===== config.mk =====
export PLATFORM = sky130hd
export DESIGN_NAME = vga_fb_arbiter_flat
export DESIGN_NICKNAME = d
export VERILOG_FILES = /design/src/rtl/vga_fb_arbiter_pkg.sv /design/src/rtl/vga_fb_arbiter_if.sv /design/src/rtl/vga_fb_arbiter_fb_addr_calc.sv /design/src/rtl/vga_fb_arbiter.sv /design/src/flat_wrapper.sv
export SDC_FILE = /design/constraint.sdc
export NUM_CORES = 1
export LEC_CHECK = 0
export CAP_MARGIN = 20
export CELL_PAD_IN_SITES_DETAIL_PLACEMENT = 1
export CELL_PAD_IN_SITES_GLOBAL_PLACEMENT = 1
export CORE_MARGIN = 2
export CORE_UTILIZATION = 30
export CTS_CLUSTER_SIZE = 30
export DETAILED_ROUTE_END_ITERATION = 6
export PLACE_DENSITY = 0.78
export SYNTH_ARGS = -nofsm -noshare
export SYNTH_HDL_FRONTEND = slang
export SYNTH_HIERARCHICAL = 1
export SYNTH_SLANG_ARGS = --single-unit

===== constraint.sdc =====
create_clock -name clk -period 6.2 [get_ports clk]
set_input_delay 0.62 -clock clk [delete_from_list [all_inputs] [get_ports clk]]
set_output_delay 0.62 -clock clk [all_outputs]
set_load 0.05 [all_outputs]

===== src/rtl/vga_fb_arbiter_pkg.sv =====
// Shared definitions for the VGA framebuffer arbiter.
// Holds the 640x480 raster timing totals, the framebuffer depth, the bus widths,
// and the encoding of the single RAM port's per-cycle operation.
package vga_fb_pkg;

    localparam int H_TOTAL  = 800;
    localparam int H_ACTIVE = 640;
    localparam int V_TOTAL  = 525;
    localparam int V_ACTIVE = 480;
    localparam int FB_DEPTH = 19200;

    localparam int ADDR_W  = 15;
    localparam int COLOR_W = 12;
    localparam int COORD_W = 10;
    localparam int ROW_W   = 7;
    localparam int COL_W   = 8;

    // What the RAM port is doing in a given cycle.
    typedef enum logic [1:0] {
        IDLE    = 2'd0,
        DISP_RD = 2'd1,
        WRITE   = 2'd2
    } port_state_t;

endpackage


===== src/rtl/vga_fb_arbiter_if.sv =====
// Writer request channel plus single-port framebuffer RAM bus.
//   wr_valid/wr_addr/wr_data : pixel write request from the drawing side
//   wr_ready                 : arbiter can accept the request this cycle
//   mem_en/mem_we/mem_addr/mem_wdata : RAM command, registered by the arbiter
//   mem_rdata                : RAM read data, one cycle after a read command
// master: the arbiter. slave: the writer and the RAM.
interface vga_fb_arbiter_if;
    import vga_fb_pkg::*;

    logic                 wr_valid;
    logic [ADDR_W-1:0]    wr_addr;
    logic [COLOR_W-1:0]   wr_data;
    logic                 wr_ready;

    logic                 mem_en;
    logic                 mem_we;
    logic [ADDR_W-1:0]    mem_addr;
    logic [COLOR_W-1:0]   mem_wdata;
    logic [COLOR_W-1:0]   mem_rdata;

    modport master (
        input  wr_valid, wr_addr, wr_data, mem_rdata,
        output wr_ready, mem_en, mem_we, mem_addr, mem_wdata
    );

    modport slave (
        output wr_valid, wr_addr, wr_data, mem_rdata,
        input  wr_ready, mem_en, mem_we, mem_addr, mem_wdata
    );

endinterface


===== src/rtl/vga_fb_arbiter_fb_addr_calc.sv =====
// Framebuffer address from (row, col): addr = row * FB_W + col.
//   row  : stored-pixel row
//   col  : stored-pixel column
//   addr : linear 15-bit RAM address
// Purely combinational.
module fb_addr_calc
    import vga_fb_pkg::*;
#(
    parameter int FB_W = 160
) (
    input  logic [ROW_W-1:0]  row,
    input  logic [COL_W-1:0]  col,
    output logic [ADDR_W-1:0] addr
);

    logic [ADDR_W-1:0] row_ext;
    logic [ADDR_W-1:0] col_ext;
    logic [ADDR_W-1:0] row_base;

    assign row_ext = ADDR_W'(row);
    assign col_ext = ADDR_W'(col);

    generate
        if (FB_W == 160) begin : g_shift
            // 160 = 128 + 32, so the multiply collapses to two shifts and an add.
            assign row_base = (row_ext << 7) + (row_ext << 5);
        end else begin : g_mul
            assign row_base = ADDR_W'(row_ext * ADDR_W'(FB_W));
        end
    endgenerate

    assign addr = row_base + col_ext;

endmodule


===== src/rtl/vga_fb_arbiter.sv =====
// Arbitrates one single-port framebuffer RAM between the scan-out path and a
// pixel writer, and produces the upscaled RGB stream.
//   clk, reset              : pixel clock, synchronous active-high reset
//   x, y                    : hcount / vcount from the timing generator
//   video_on, hsync_in, vsync_in : timing-generator outputs aligned with x/y
//   rgb, hsync, vsync       : display outputs, all one cycle behind x/y
//   frame_start             : one-cycle pulse at the start of vertical blank
//   bus                     : writer channel and RAM command/data bus
// Each stored pixel covers a (1<<SCALE_LOG2)-square block of screen pixels, so
// only one RAM read per group is needed; every other cycle is free for writes.
module vga_fb_arbiter
    import vga_fb_pkg::*;
#(
    parameter int FB_W       = 160,
    parameter int FB_H       = 120,
    parameter int SCALE_LOG2 = 2
) (
    input  logic                clk,
    input  logic                reset,
    input  logic [COORD_W-1:0]  x,
    input  logic [COORD_W-1:0]  y,
    input  logic                video_on,
    input  logic                hsync_in,
    input  logic                vsync_in,
    output logic [COLOR_W-1:0]  rgb,
    output logic                hsync,
    output logic                vsync,
    output logic                frame_start,
    vga_fb_arbiter_if.master    bus
);

    localparam int GRP         = 1 << SCALE_LOG2;
    localparam int DEPTH       = FB_W * FB_H;
    // Group g is fetched at x = GRP*g - (GRP-1); the last group reads before this.
    localparam int LAST_SLOT_X = H_ACTIVE - GRP + 1;
    // Group 0 of the next line is fetched late in the current line's blanking.
    localparam int PREFETCH_X  = H_TOTAL - GRP + 1;
    localparam int XR_W        = COORD_W + 1;

    logic [COORD_W-1:0] next_line;
    logic [XR_W-1:0]    x_round;
    logic               disp_slot;
    logic [ROW_W-1:0]   rd_row;
    logic [COL_W-1:0]   rd_col;
    logic [ADDR_W-1:0]  rd_addr;

    logic               wr_ready_c;
    logic               wr_xfer;
    logic               wr_in_range;

    port_state_t        state;
    port_state_t        state_nxt;

    logic               en_nxt;
    logic               we_nxt;
    logic [ADDR_W-1:0]  addr_nxt;
    logic [COLOR_W-1:0] wdata_nxt;

    logic               mem_en_q;
    logic               mem_we_q;
    logic [ADDR_W-1:0]  mem_addr_q;
    logic [COLOR_W-1:0] mem_wdata_q;

    logic               rd_vld_p1;
    logic [COLOR_W-1:0] disp_word;

    // ---- stage 0: display slot detection and read address ----
    always_comb begin
        next_line = (y == COORD_W'(V_TOTAL - 1)) ? '0 : y + COORD_W'(1);
        x_round   = {1'b0, x} + XR_W'(GRP - 1);

        disp_slot = ((x[SCALE_LOG2-1:0] == SCALE_LOG2'(1)) &&
                     (x < COORD_W'(LAST_SLOT_X)) &&
                     (y < COORD_W'(V_ACTIVE))) ||
                    ((x == COORD_W'(PREFETCH_X)) &&
                     (next_line < COORD_W'(V_ACTIVE)));

        if (x == COORD_W'(PREFETCH_X)) begin
            rd_row = ROW_W'(next_line >> SCALE_LOG2);
            rd_col = '0;
        end else begin
            rd_row = ROW_W'(y >> SCALE_LOG2);
            rd_col = COL_W'(x_round >> SCALE_LOG2);
        end
    end

    fb_addr_calc #(
        .FB_W (FB_W)
    ) u_addr_calc (
        .row  (rd_row),
        .col  (rd_col),
        .addr (rd_addr)
    );

    // The writer only ever loses cycles to display slots.
    assign wr_ready_c   = !disp_slot && !reset;
    assign bus.wr_ready = wr_ready_c;
    assign wr_xfer      = bus.wr_valid && wr_ready_c;
    assign wr_in_range  = bus.wr_addr < ADDR_W'(DEPTH);

    // ---- stage 0 -> port: state register and registered RAM command ----
    always_ff @(posedge clk) begin
        if (reset) begin
            state       <= IDLE;
            mem_en_q    <= 1'b0;
            mem_we_q    <= 1'b0;
            mem_addr_q  <= '0;
            mem_wdata_q <= '0;
        end else begin
            state       <= state_nxt;
            mem_en_q    <= en_nxt;
            mem_we_q    <= we_nxt;
            mem_addr_q  <= addr_nxt;
            mem_wdata_q <= wdata_nxt;
        end
    end

    // Display reads always win; out-of-range writes are accepted but dropped.
    always_comb begin
        state_nxt = IDLE;
        if (disp_slot) begin
            state_nxt = DISP_RD;
        end else if (wr_xfer && wr_in_range) begin
            state_nxt = WRITE;
        end
    end

    // Idle cycles keep the last address/data to avoid needless bus toggling.
    always_comb begin
        en_nxt    = 1'b0;
        we_nxt    = 1'b0;
        addr_nxt  = mem_addr_q;
        wdata_nxt = mem_wdata_q;
        unique case (state_nxt)
            DISP_RD: begin
                en_nxt   = 1'b1;
                addr_nxt = rd_addr;
            end
            WRITE: begin
                en_nxt    = 1'b1;
                we_nxt    = 1'b1;
                addr_nxt  = bus.wr_addr;
                wdata_nxt = bus.wr_data;
            end
            default: begin
            end
        endcase
    end

    assign bus.mem_en    = mem_en_q;
    assign bus.mem_we    = mem_we_q;
    assign bus.mem_addr  = mem_addr_q;
    assign bus.mem_wdata = mem_wdata_q;

    // ---- port -> p1: RAM latency, word capture and display registers ----
    always_ff @(posedge clk) begin
        if (reset) begin
            rd_vld_p1   <= 1'b0;
            disp_word   <= '0;
            rgb         <= '0;
            hsync       <= 1'b1;
            vsync       <= 1'b1;
            frame_start <= 1'b0;
        end else begin
            rd_vld_p1 <= (state == DISP_RD);
            if (rd_vld_p1) begin
                disp_word <= bus.mem_rdata;
            end
            rgb         <= video_on ? disp_word : '0;
            hsync       <= hsync_in;
            vsync       <= vsync_in;
            frame_start <= (x == '0) && (y == COORD_W'(V_ACTIVE));
        end
    end

endmodule


===== src/flat_wrapper.sv =====
// flat-port wrapper written by rule: the top's interface ports become plain ports
module vga_fb_arbiter_flat import vga_fb_pkg::*;
#(
    parameter int FB_W       = 160,
    parameter int FB_H       = 120,
    parameter int SCALE_LOG2 = 2
)
  (clk, reset, x, y, video_on, hsync_in, vsync_in, rgb, hsync, vsync, frame_start, bus_wr_valid, bus_wr_addr, bus_wr_data, bus_mem_rdata, bus_wr_ready, bus_mem_en, bus_mem_we, bus_mem_addr, bus_mem_wdata);
  vga_fb_arbiter_if bus_i ();
  input  logic clk;
  input  logic reset;
  input  logic [COORD_W-1:0] x;
  input  logic [COORD_W-1:0] y;
  input  logic video_on;
  input  logic hsync_in;
  input  logic vsync_in;
  output logic [COLOR_W-1:0] rgb;
  output logic hsync;
  output logic vsync;
  output logic frame_start;
  input wire logic [$bits(bus_i.wr_valid)-1:0] bus_wr_valid;
  input wire logic [$bits(bus_i.wr_addr)-1:0] bus_wr_addr;
  input wire logic [$bits(bus_i.wr_data)-1:0] bus_wr_data;
  input wire logic [$bits(bus_i.mem_rdata)-1:0] bus_mem_rdata;
  output wire logic [$bits(bus_i.wr_ready)-1:0] bus_wr_ready;
  output wire logic [$bits(bus_i.mem_en)-1:0] bus_mem_en;
  output wire logic [$bits(bus_i.mem_we)-1:0] bus_mem_we;
  output wire logic [$bits(bus_i.mem_addr)-1:0] bus_mem_addr;
  output wire logic [$bits(bus_i.mem_wdata)-1:0] bus_mem_wdata;
  assign bus_i.wr_valid = bus_wr_valid;
  assign bus_i.wr_addr = bus_wr_addr;
  assign bus_i.wr_data = bus_wr_data;
  assign bus_i.mem_rdata = bus_mem_rdata;
  assign bus_wr_ready = bus_i.wr_ready;
  assign bus_mem_en = bus_i.mem_en;
  assign bus_mem_we = bus_i.mem_we;
  assign bus_mem_addr = bus_i.mem_addr;
  assign bus_mem_wdata = bus_i.mem_wdata;
  vga_fb_arbiter #(.FB_W(FB_W), .FB_H(FB_H), .SCALE_LOG2(SCALE_LOG2)) u_core (.clk(clk), .reset(reset), .x(x), .y(y), .video_on(video_on), .hsync_in(hsync_in), .vsync_in(vsync_in), .rgb(rgb), .hsync(hsync), .vsync(vsync), .frame_start(frame_start), .bus(bus_i));
endmodule

**Yosys cells after proc, flatten, opt, wreduce, memory -nomap -nowiden**

Index checks and enable logic that the tools add are counted.

- Add/sub/neg operators: 4
- $lt $le $gt $ge: 4
- Equality and inequality tests: 7
- Multiplexer cells: 8
- Bitwise gates (word level): 1
- Reduce and logical (&&, ||, !) cells: 14

Operators by type and width:

| kind | count |
|---|---|
| $pmux 15 s2 | 1 |
| $eq 10x10->1 const B | 2 |
| $lt 10x9->1 const B | 2 |
| $add 14x12->15 | 1 |
| $add 15x8->15 | 1 |
| $lt 15x15->1 const B | 1 |
| $add 10x1->10 const B | 1 |
| $add 10x2->10 const B | 1 |
| $eq 10x9->1 const B | 1 |
| $logic_not 10->1 | 1 |
| $lt 10x10->1 const B | 1 |
| $mux 10 | 1 |
| $mux 8 | 1 |
| $logic_and 1x1->1 | 7 |
| $mux 7 | 1 |
| $eq 2x1->1 const B | 3 |
| $mux 2 | 2 |
| $reduce_or 2->1 | 2 |
| $eq 2x2->1 const B | 1 |
| $logic_not 1->1 | 2 |
| $mux 1 | 2 |
| $reduce_bool 2->1 | 1 |
| $logic_or 1x1->1 | 1 |
| $not 1->1 | 1 |

- Register bits: 59
- Bits of input ports: 65
- Output and inout bits: 45
- Word-level logic and storage cells: 49

**Depth between registers and ports, before layout**

- Depth in word-level cells: 14
- Depth in mapped cells: 17
- Depth with buffers taken out: 16

**Cells and area by module**

The synthesis kept the hierarchy.

By module, submodules not included:

| module | times used | cells each | area an instance (µm²) | sequential area each (µm²) |
|---|---|---|---|---|
| vga_fb_arbiter | 1 | 289 | 2766.4 | 1161.1 |
| fb_addr_calc | 1 | 49 | 419.2 | 0.0 |

**Worst setup path after synthesis**

Ideal clock, no wire load.

- Kind: in2reg
- Start: in x[7]
- End: reg u_core.mem_addr_q[14] (netlist: u_core/bus.mem_addr[14])
- Library setup time: 0.116 ns
- Arrival: 3.614 ns
- Data required time: 6.084 ns
- Path slack: 2.470 ns
- Stages on the path: 14
- Buffers on the path: 1
- Path through: or3_1 > nor3_1 > clkbuf_1 > nand4_1 > xnor2_1 > inv_1 > fa_1 > inv_1 > fa_1 > a21o_2 > nand3_1 > a31oi_1 > o21a_1 > a31o_2

- Elaborated cells between the ends (all ways): 21
- Those cells by class: add/sub (3); order compare (1); eq/ne (3); mux (5); reduce/logical (9)

RTL lines:

| element | line | source |
|---|---|---|
| start, declared | flat_wrapper.sv:12 | `input logic [COORD_W-1:0] x;` |
| $eq 10x10->1 | vga_fb_arbiter.sv:78 | `if (x == COORD_W'(PREFETCH_X)) begin` |
| $mux 7 | vga_fb_arbiter.sv:78 |  |
| named net u_core.rd_row[2] | vga_fb_arbiter.sv:43 | `logic [ROW_W-1:0] rd_row;` |
| $add 14x12->15 | vga_fb_arbiter_fb_addr_calc.sv:26 | `assign row_base = (row_ext << 7) + (row_ext << 5);` |
| $add 15x8->15 | vga_fb_arbiter_fb_addr_calc.sv:32 | `assign addr = row_base + col_ext;` |
| named net u_core.rd_addr[14] | vga_fb_arbiter.sv:45 | `logic [ADDR_W-1:0] rd_addr;` |
| $pmux 15 s2 | vga_fb_arbiter.sv:134 | `unique case (state_nxt)` |
| end signal, assigned | vga_fb_arbiter.sv:113 | `mem_addr_q <= addr_nxt;` |
| end, declared | vga_fb_arbiter.sv:61 | `logic [ADDR_W-1:0] mem_addr_q;` |

The timed path passes the listed nets, and every way through them passes these cells.
A chain may end at the register's enable or synchronous reset.

**Final worst setup path**

- Start: in x[7]
- End: out bus_wr_ready

- Cells in the longest elaborated chain, start to end: 6
- Elaborated cells between the ends (all ways): 8
- Those cells by class: order compare (1); eq/ne (1); reduce/logical (6)

Ends and longest elaborated chain:

| element | line | source |
|---|---|---|
| $lt 10x10->1 | vga_fb_arbiter.sv:73 | `(x < COORD_W'(LAST_SLOT_X)) &&` |
| $logic_and 1x1->1 | vga_fb_arbiter.sv:72 | `disp_slot = ((x[SCALE_LOG2-1:0] == SCALE_LOG2'(1)) &&` |
| $logic_and 1x1->1 | vga_fb_arbiter.sv:73 |  |
| $logic_or 1x1->1 (*) | vga_fb_arbiter.sv:74 | `(y < COORD_W'(V_ACTIVE))) \|\|` |
| $logic_not 1->1 (*) | vga_fb_arbiter.sv:96 | `assign wr_ready_c = !disp_slot && !reset;` |
| $logic_and 1x1->1 (*) | vga_fb_arbiter.sv:96 |  |
| end, declared | flat_wrapper.sv:25 | `output wire logic [$bits(bus_i.wr_ready)-1:0] bus_wr_ready;` |

Every way passes the cells marked *; elsewhere a longest branch is shown, timed or not.

==> flow_summary.toml <==
[worst_setup_path]
ff2ff_setup_slack_ps = 4940
timing.critical_path.to = "bus_wr_ready"
crit_top_cell = "clkdlybuf4s50_1"
timing.rr.start = "u_core/rd_vld_p1"
worstPathCellList = "clkdlybuf4s50_1 > or3_1 > nor3_1 > a21boi_2 > buf_4 > a21o_1 > nor2_1 > clkdlybuf4s50_1"
slowest_stage = "nor3_1"
timing.critical_path.buf_inv = 3
worst_path_largest_cell_delay_ps = 760
setup.worst_path.start = "x[7]"
worst_ep_arrival_time_ps = 4210
crit_required_ps = 5580
critPathCaptureType = "output port"
worst_reg2reg_path_length_in_cells = 2
crit_fanout = 18
timing.critical_path.max_delay_family = "buffers and inverters"
timing.critical_path.from_type = "primary input"
crit-reg2reg-capture = "u_core/disp_word[6]"
criticalPathCategory = "primary input to output port"
crit_cells = 8

[synthesis]
synth_top_flop_cell = "dfxtp_1"
ys_types = 58
syn_inst = 338
post-synth-top-area-cell = "dfxtp_1"
synth_fp_nets = 418
synth_enable_flop_cells = 0
synth_area_leaders = "dfxtp_1 (36%), a211oi_1 (5.4%), ha_1 (5.1%)"
synth_top_cell_area_share_pct = 36.4
synthesis.area_per_instance_um2 = 9.42
postSynthRegisterBits = 58
yosysWarnings = 6
synthesis.area_um2 = 3190
synth_sequential_area_ratio_pct = 36.4
synthArstFlopShare_pct = 0

[drt]
drt-vias-per-instance = 4.99
routed-via-count = 2897
remaining_drc_errors = 0
drt_pre_antenna_iters = 4
drt.antenna.violating_nets = 0
drt-wirelength-per-cell_um = 16.6
drt-initial-drc-count = 70
wirelength_um = 9670

[cts]
post_cts.repair.setup_buffers = 0
cts-htree-levels = 3
clock-root-buffer = "clkbuf_8"
clk_path_buf_depth = 2
clk_latency_ps = 330
path_clk_slew_ps = 70
tritoncts = "done"
inserted_clock_buffers = 9
cts_hold_buffers = 0
cts_num_sinks = 58
cts_repair_resize_count = 0

[placed_design]
place_inst = 565
dp.final_hpwl_um = 7240
gp_congestion = 0.880
io_buffer_count = 109

[job]
cap_violations = 0

[timing]
grt_setup_unrepaired = "no"
final.min_clock_period_ps = 4830
final_min_period_over_clock_period_pct = 78.0
hold_viol_final = 0
clock.fmax_mhz = 207
worst_slew_pin_slew_ps = 974
setup_viol = 0
headroom_to_the_max_slew_limit_pct = 34.6
setup_total_negative_slack_ps = 0
slew_viol_final = 0
fin_worst_skew_ps = 6.38

[grt]
wire_length_of_the_first_global_routing_pass_um = 15600
grt_pass1_vias = 3152
global_route.overflow_total = 0
groute.usage.overall_pct = 17.1
antenna_found_initial = 0
maximum_number_of_pins_on_one_net_before_global_route_repair = 50

[hold_path]
min-delay-path-class = "register to register"
whs_path_depth = 1

[floorplanning]
core_area_um2 = 10300
die-area_um2 = 11500
total_number_of_placement_rows = 37
die-width_um = 107
die_span_in_y_um = 107
floorplan.io_pins = 110
start_util_pct = 30.9

[cells_and_area]
mostFrequentLayoutCell = "clkdlybuf4s50_1"
multiInputGateArea_um2 = 1810
register_area_um2 = 1160
post_route_cells_drive_above_1_share_pct = 11.5
antenna_diode_count = 0
most_frequent_cells_in_the_layout = "clkdlybuf4s50_1 (108), dfxtp_1 (58), inv_1 (25), nor2_1 (23), a211oi_1 (23)"
final_cells = 581
fill_cells = 1191
area_growth_syn_to_layout_pct = 43.4
share_of_the_core_filled_with_cells_in_the_final_layout_pct = 44.2
finish.net_count = 520

[power]
p_leak_nw = 1.78
vdd_ir_drop_max_mv = 0.120
pwr_density_cell_nw_per_um2 = 228

[run_status]
outcome = "complete, no violations"
[cell usage after synthesis (all sizes together), types with 2 or more instances]
cell,number
nor4,4
a31oi,2
nor2,23
or2,2
nand4,3
ha,13
mux2,23
nor3,6
a2111oi,3
o21ai,10
nand3,8
xnor2,12
buf,14
and2,13
nor2b,13
nand2,12
o31ai,2
clkbuf,7
a21o,4
dfxtp,58
a21oi,10
xor2,4
a211oi,24
fa,2
a221oi,4
and3,4
mux2i,12
inv,25
[layout make-up]
type | count | area share (%)
Clock buffer | 12 | 3.40
Clock inverter | 4 | 1.62
Inverter | 25 | 2.05
Multi-Input combinational cell | 234 | 39.5
Sequential cell | 58 | 25.4
Tap cell | 136 | 3.73
Timing Repair Buffer | 112 | 24.3
[worst min path at each step]
stage | startpoint | endpoint | slack [ps]
floorplan | u_core/disp_word[0] | u_core/rgb[0] | 430
global placement | u_core/state[1] | u_core/rd_vld_p1 | 410
detailed placement | u_core/state[1] | u_core/rd_vld_p1 | 430
CTS | u_core/state[1] | u_core/rd_vld_p1 | 460
global route | u_core/state[1] | u_core/rd_vld_p1 | 480
finish | u_core/state[1] | u_core/rd_vld_p1 | 440
[per-layer routing]
layer	vias to the layer above	GRT usage (%)	part of all wire, %
met5	-	0	0
met4	0	5.10	1.7
met3	14	3.71	4.7
met2	91	31.1	50
met1	1391	20.0	43
li1	1401	-	-
[state kept, by name (all words and copies together), names as in the netlist]
signal                flops
u_core/rgb               12
u_core/bus.mem_en         1
u_core/hsync              1
u_core/vsync              1
u_core/frame_start        1
u_core/bus.mem_addr      15
u_core/rd_vld_p1          1
u_core/state              2
u_core/disp_word         12
u_core/bus.mem_wdata     12
[power breakdown]
part	leakage, nW	switching (W)	internal, W
clock	0.117	0.000151	0.000249
sequential	0.472	0.00000782	0.000387
combinational	1.19	0.000135	0.000112
total	1.78	0.000294	0.000747
[through the flow]
step                      total power, W  cell area [um^2]  worst slack, ps  hold slack (ps)
after detailed placement        0.000649              4340             1270              427
after global placement          0.000642              4340             1450              409
after global routing             0.00109              4570             1140              475
after floorplan                 0.000553              3190             2470              429
after CTS                        0.00105              4570             1380              457
final                            0.00104              4570             1370              444
[kinds of logic after synthesis]
family                     share of synthesized area, %
AOI/OAI and AO/OA                                  17.2
xor gates and xnor gates                           4.40
adders and majority gates                          6.36
buffers and inverters                              6.87
DFF                                                36.4
muxes                                              13.0
and+or+nand+nor                                    15.7
(Power assumes the default switching activity.)
